File: src/rtl/player_bullet_controller_pkg.sv
// ---------------------------------------------------------------------------
// player_bullet_controller_pkg
//
// Purpose:
//   Screen and sprite geometry shared by the sprite controller, the bullet
//   controllers and the renderer, plus the coordinate type and a small
//   helper for centring one object horizontally on another.
//
// Contents:
//   COORD_W              - width of every screen coordinate (10 bits)
//   SCREEN_W / SCREEN_H  - visible screen size in pixels
//   SPRITE_W / SPRITE_H  - player sprite size in pixels
//   BULLET_*_DEFAULT     - default bullet geometry and speed
//   coord_t              - unsigned screen coordinate
//   centre_offset()      - x offset that centres an inner object on an outer
// ---------------------------------------------------------------------------
package player_bullet_controller_pkg;

  localparam int COORD_W  = 10;
  localparam int SCREEN_W = 640;
  localparam int SCREEN_H = 480;
  localparam int SPRITE_W = 32;
  localparam int SPRITE_H = 32;

  localparam int BULLET_W_DEFAULT    = 4;
  localparam int BULLET_H_DEFAULT    = 8;
  localparam int BULLET_STEP_DEFAULT = 2;

  typedef logic [COORD_W-1:0] coord_t;

  // Offset from the outer object's left edge to the inner object's left edge
  // so that both share the same horizontal centre. Truncated to the
  // coordinate width so it can be added with natural 10-bit wrap.
  function automatic coord_t centre_offset(input int outer_w, input int inner_w);
    return coord_t'(outer_w / 2 - inner_w / 2);
  endfunction

endpackage

File: src/rtl/player_bullet_controller_bullet_slot_alloc.sv
// ---------------------------------------------------------------------------
// bullet_slot_alloc
//
// Purpose:
//   Combinational priority encoder that finds the lowest-index free slot of
//   a bullet pool. Shared between the player and enemy bullet pools.
//
// Ports:
//   active      in   NUM_SLOTS  slot i is occupied when active[i]=1
//   free_valid  out  1          at least one slot is free
//   free_idx    out  IDX_W      index of the lowest free slot (0 if none)
// ---------------------------------------------------------------------------
module bullet_slot_alloc
  import player_bullet_controller_pkg::*;
#(
  parameter int NUM_SLOTS = 4,
  parameter int IDX_W     = (NUM_SLOTS > 1) ? $clog2(NUM_SLOTS) : 1
) (
  input  logic [NUM_SLOTS-1:0] active,
  output logic                 free_valid,
  output logic [IDX_W-1:0]     free_idx
);

  // Scan from the top slot downwards so that the last hit, which wins, is
  // the lowest-index free slot.
  always_comb begin
    free_valid = 1'b0;
    free_idx   = '0;
    for (int i = NUM_SLOTS - 1; i >= 0; i--) begin
      if (!active[i]) begin
        free_valid = 1'b1;
        free_idx   = IDX_W'(i);
      end
    end
  end

endmodule

File: src/rtl/player_bullet_controller.sv
// ---------------------------------------------------------------------------
// player_bullet_controller
//
// Purpose:
//   Owns a fixed pool of player bullets. While fire is held and the cooldown
//   has expired, a bullet is spawned centred just above the player sprite.
//   Active bullets climb the screen on a divided movement tick and are
//   retired when they reach the top or when collision logic clears them.
//
// Ports:
//   clk25          in   1              pixel clock, rising edge
//   reset          in   1              synchronous, active-high
//   btn_fire       in   1              fire request (held = auto-fire)
//   sprite_x       in   10             player sprite top-left x
//   sprite_y       in   10             player sprite top-left y
//   hit_clear      in   NUM_BULLETS    per-slot kill request
//   bullet_active  out  NUM_BULLETS    slot i in flight
//   bullet_x       out  NUM_BULLETS*10 slot i x at [10i+9:10i]
//   bullet_y       out  NUM_BULLETS*10 slot i y at [10i+9:10i]
//   fire_event     out  1              one-cycle pulse the cycle after a spawn
// ---------------------------------------------------------------------------
module player_bullet_controller
  import player_bullet_controller_pkg::*;
#(
  parameter int NUM_BULLETS    = 4,
  parameter int BULLET_W       = 4,
  parameter int BULLET_H       = 8,
  parameter int SPRITE_W       = 32,
  parameter int MOVE_DIV_BIT   = 16,
  parameter int BULLET_STEP    = 2,
  parameter int COOLDOWN_TICKS = 20
) (
  input  logic                         clk25,
  input  logic                         reset,
  input  logic                         btn_fire,
  input  logic [COORD_W-1:0]           sprite_x,
  input  logic [COORD_W-1:0]           sprite_y,
  input  logic [NUM_BULLETS-1:0]       hit_clear,
  output logic [NUM_BULLETS-1:0]       bullet_active,
  output logic [NUM_BULLETS*COORD_W-1:0] bullet_x,
  output logic [NUM_BULLETS*COORD_W-1:0] bullet_y,
  output logic                         fire_event
);

  localparam int IDX_W = (NUM_BULLETS > 1) ? $clog2(NUM_BULLETS) : 1;
  localparam int CD_W  = (COOLDOWN_TICKS > 0) ? $clog2(COOLDOWN_TICKS + 1) : 1;

  localparam coord_t SPAWN_X_OFF = centre_offset(SPRITE_W, BULLET_W);
  localparam coord_t SPAWN_Y_OFF = coord_t'(BULLET_H);
  localparam coord_t STEP        = coord_t'(BULLET_STEP);

  localparam logic [MOVE_DIV_BIT:0] TICK_LAST = {1'b0, {MOVE_DIV_BIT{1'b1}}};
  localparam logic [CD_W-1:0]       CD_LOAD   = CD_W'(COOLDOWN_TICKS);

  logic [MOVE_DIV_BIT:0]       tick_cnt;
  logic                        tick;
  logic [CD_W-1:0]             cooldown;
  logic [NUM_BULLETS-1:0]      active_q;
  coord_t [NUM_BULLETS-1:0]    x_q;
  coord_t [NUM_BULLETS-1:0]    y_q;
  logic                        free_valid;
  logic [IDX_W-1:0]            free_idx;
  logic                        spawn;

  // Allocation looks only at registered occupancy, so a slot retired this
  // cycle cannot be handed out again until the following cycle.
  bullet_slot_alloc #(
    .NUM_SLOTS (NUM_BULLETS),
    .IDX_W     (IDX_W)
  ) u_alloc (
    .active     (active_q),
    .free_valid (free_valid),
    .free_idx   (free_idx)
  );

  assign tick  = (tick_cnt == TICK_LAST);

  // A spawn needs the button, an expired cooldown, a free slot and enough
  // room above the sprite for the whole bullet without wrapping y.
  assign spawn = btn_fire && (cooldown == '0) && free_valid && (sprite_y >= SPAWN_Y_OFF);

  // Free-running movement divider: it wraps on the cycle tick is high, so
  // tick lasts exactly one cycle every 2^MOVE_DIV_BIT cycles.
  always_ff @(posedge clk25) begin
    if (reset) begin
      tick_cnt <= '0;
    end else if (tick) begin
      tick_cnt <= '0;
    end else begin
      tick_cnt <= tick_cnt + 1'b1;
    end
  end

  // Cooldown is reloaded by every spawn and then counts movement ticks down
  // to zero. A spawn can only happen at zero, so load and decrement never
  // compete for the same cycle in a meaningful way.
  always_ff @(posedge clk25) begin
    if (reset) begin
      cooldown <= '0;
    end else if (spawn) begin
      cooldown <= CD_LOAD;
    end else if (tick && (cooldown != '0)) begin
      cooldown <= cooldown - 1'b1;
    end
  end

  // Per-slot state. Priority is hit_clear, then spawn, then move. A hit
  // only matters on an occupied slot and a spawn only targets a free one,
  // so the spawned slot naturally skips movement on its spawn cycle. A
  // bullet that cannot take a full step without going negative is retired
  // in place, leaving its last coordinates on the outputs.
  always_ff @(posedge clk25) begin
    if (reset) begin
      active_q <= '0;
      x_q      <= '0;
      y_q      <= '0;
    end else begin
      for (int i = 0; i < NUM_BULLETS; i++) begin
        if (hit_clear[i] && active_q[i]) begin
          active_q[i] <= 1'b0;
        end else if (spawn && (free_idx == IDX_W'(i))) begin
          active_q[i] <= 1'b1;
          x_q[i]      <= sprite_x + SPAWN_X_OFF;
          y_q[i]      <= sprite_y - SPAWN_Y_OFF;
        end else if (tick && active_q[i]) begin
          if (y_q[i] < STEP) begin
            active_q[i] <= 1'b0;
          end else begin
            y_q[i] <= y_q[i] - STEP;
          end
        end
      end
    end
  end

  // Registered spawn strobe for sound/score logic downstream.
  always_ff @(posedge clk25) begin
    if (reset) begin
      fire_event <= 1'b0;
    end else begin
      fire_event <= spawn;
    end
  end

  assign bullet_active = active_q;
  assign bullet_x      = x_q;
  assign bullet_y      = y_q;

endmodule
File: config.mk
export PLATFORM = sky130hd
export DESIGN_NAME = player_bullet_controller
export DESIGN_NICKNAME = d
export VERILOG_FILES = /design/src/rtl/player_bullet_controller_pkg.sv /design/src/rtl/player_bullet_controller_bullet_slot_alloc.sv /design/src/rtl/player_bullet_controller.sv
export SDC_FILE = /design/constraint.sdc
export NUM_CORES = 1
export LEC_CHECK = 0
export ABC_AREA = 1
export CAP_MARGIN = 20
export CORE_MARGIN = 5
export CORE_UTILIZATION = 49
export CTS_BUF_LIST = sky130_fd_sc_hd__clkbuf_4
export DETAILED_ROUTE_END_ITERATION = 8
export GPL_TIMING_DRIVEN = 0
export PLACE_DENSITY = 0.77
export SYNTH_ARGS = -nofsm -noshare
export SYNTH_HDL_FRONTEND = slang
export SYNTH_HIERARCHICAL = 1
export SYNTH_SLANG_ARGS = --single-unit
File: constraint.sdc
create_clock -name clk25 -period 2.38 [get_ports clk25]
set_input_delay 0.357 -clock clk25 [delete_from_list [all_inputs] [get_ports clk25]]
set_output_delay 0.357 -clock clk25 [all_outputs]
set_load 0.005 [all_outputs]
==> metrics.cfg <==
[setup_path]
startpoint_type = register
critPathRequiredTime_ps = 2810
worstSetupEndpointType = register
path_cells = ha_4 > nand3_4 > nor3_4 > nand2_2 > nor3_2 > nand3_1 > nor2_2 > ha_4 > nand2_1 > nor2_2 > nand2_2 > buf_4 > nand3_1 > nand2_1 > nor2_1
crit_type = register to register
arrival_ps = 2650
critical_path.slowest_cell = dfxtp_2
max_stage_delay_ps = 390
cp_max_fo = 7

[job]
drv_cap = 0

[placed_design]
dp_hpwl_microns = 12400
place_congestion = 0.897
dp_cells = 1185
post-place-ws_ps = -550
io_buffers = 110
placed_area_sq_um = 7180

[detailed_routing]
met1Wirelength_microns = 7240
highest_layer = met4
dr.pass1.iters = 5
wl_met3_microns = 1580
wl_microns = 16900
post_drt_wl_per_cell_microns = 14.0
vias = 6286
viasPerCell = 5.19
post-route-drc-count = 0
antenna_left = 0
met2_length_microns = 7600
drtIter0Drc = 533

[global_route]
grt_max_degree = 20
first_global_vias = 5716
grt_pass1_wl_microns = 27600
grt_usage_pct = 23.5
antenna_found_initial = 0
grt_overflow = 0

[power]
pwr-share-clk_pct = 28.3
power.switching_w = 0.00127
p_sw_share_pct = 31.9
ir_drop_v = 0.000331
leakagePower_nw = 3.45
power_frac_seq_pct = 48.7
p_per_area_nw_per_um2 = 525
p_int_w = 0.00270
combPwrFrac_pct = 23.0

[clocking]
cts_tree = yes
cts-root-buf = clkbuf_4
path_clk_slew_ps = 170
cts_hold_buf = 0
htreeDepth = 3
cts-buffers-inserted = 9
cts_sinks = 107
clkLatencyLatePin_ps = 480
max-clock-path-buffers = 2

[min_path]
hp-class = input port to register

[timing]
layout_min_cycle_time_ps = 2220
fin_skew_ps = 13.8
slew_viol_final = 0
fmax_mhz = 450
fin_crit_sh_pct = 93.4
finalSetupViolCount = 0
tightest_slew_ps = 626
finalWorstSetupSlack_ps = 157
fin_tns_setup_ps = 0
max_slew_margin_pct = 58.3
timing.final.hold_violations = 0

[final_layout]
fin_util_pct = 63.5
fillers = 1134
n_antenna_cell = 0
seq_area_sq_um = 2150
syn2layout_area_growth_pct = 28.4
layout.nets = 1097
multi_input_area_sq_um = 3320
finalNonFillerCells = 1212
drive_gt1_share_pct = 9.20
design_area_sq_um = 7570

[synth]
synth_top_cell_area_share_pct = 36.3
synth-edff-count = 0
yosys_most_used_dff = dfxtp_1
postSynthCellCount = 928
syn_area_sq_um = 5890
synth_common_cells = nand2_1, nor2_1, dfxtp_1
synth.distinct_cells = 33
synthArstFlopShare_pct = 0
syn_nets = 965
synth_area_per_cell_sq_um = 6.35
ys_top_cells_by_area = dfxtp_1, nand2_1, nor2_1, nand3_1, inv_1
synth_seq_cells = 107
synth_seq_area_share_pct = 36.3
ys_warn_count = 6
yosysTopAreaCell = dfxtp_1
yosysMostFrequentCell = nand2_1

[floorplan]
rows = 40
dieArea_sq_um = 14300
initial_core_util_pct = 49.5
core_sq_um = 11900
ios = 112
die_w_microns = 120
die_y_microns = 120

[outcome]
status = finished clean

through the flow:
step / hold WS, ps / power (W)
after global routing: 271 / 0.00419
after detailed placement: 440 / 0.00287
after floorplan: 418 / 0.00253
final: 271 / 0.00397
after CTS: 275 / 0.00397
after global placement: 432 / 0.00286
power by group through the flow:
stage               logic, W  registers (W)  clock network, W
finish              0.000914        0.00193           0.00112
global route         0.00103        0.00195           0.00121
CTS                 0.000908        0.00193           0.00113
detailed placement  0.000898        0.00197                 0
global placement    0.000889        0.00197                 0
floorplan           0.000570        0.00196                 0
kinds of logic after synthesis:
| group | Yosys count | synth area share (%) |
|---|---|---|
| AO/OA/AOI/OAI | 94 | 8.30 |
| XOR/XNOR | 23 | 3.42 |
| AND/OR/NAND/NOR | 564 | 40.8 |
| buffers and inverters | 130 | 9.04 |
| flip-flops | 107 | 36.3 |
| adder cells (fa/ha/maj) | 10 | 2.12 |
layer usage:
metal,vias to the layer above,GRT usage [%]
met5,-,0
li1,3186,-
met4,0,7.87
met2,251,37.4
met1,2809,30.1
met3,40,7.49
state kept, by name, indices dropped and copies added (netlist names):
register / flops
bullet_active: 4
bullet_y: 40
fire_event: 1
bullet_x: 40
tick_cnt: 17
cooldown: 5
cells in the final DEF (no fill, tap or decap), drive strengths merged, types with 4 or more instances in the layout:
cell type and n:
nand2 259, nor2 185, clkdlybuf4s50 110, dfxtp 107, inv 104, nand3 97, o21ai 44, a21oi 42
buf 28, xor2 18, clkbuf 18, ha 10, nand3b 9, xnor2 5, nand4 5, o211ai 5
clkinv 5, nor3 4
worst max-delay path: cells and delay by family, from the launching register on:
family	cells	cell delay, ps
AND/OR/NAND/NOR	12	1290
flip-flops	1	390
adder cells (fa/ha/maj)	2	370
buffers and inverters	1	150
final cells by class:
class / instances / area share [%]
inverter: 104 / 5.17
sequential: 107 / 28.4
timing repair buffer: 121 / 16.0
tap: 147 / 2.43
clock buffer: 9 / 0.893
clock inverter: 7 / 1.45
multi-input combinational: 691 / 43.8
buffer: 26 / 1.88
worst paths after layout:
check             cells past startpoint   startpoint           end  slack (ps)
setup / recovery                     15  tick_cnt[1]  bullet_y[34]         160
hold / removal                        2        reset   bullet_y[5]         270
setup reg to reg                     15  tick_cnt[1]  bullet_y[34]         160
hold reg to reg                       1  tick_cnt[0]   tick_cnt[0]         450
repair_timing:
item                                    4_1_cts  5_1_grt
endpoints found under the setup margin       62       54
buffers inserted                              8        3
pin swaps                                     4       10
resized for setup                            13       15
Note: power is estimated with default switching activity, not from simulation.
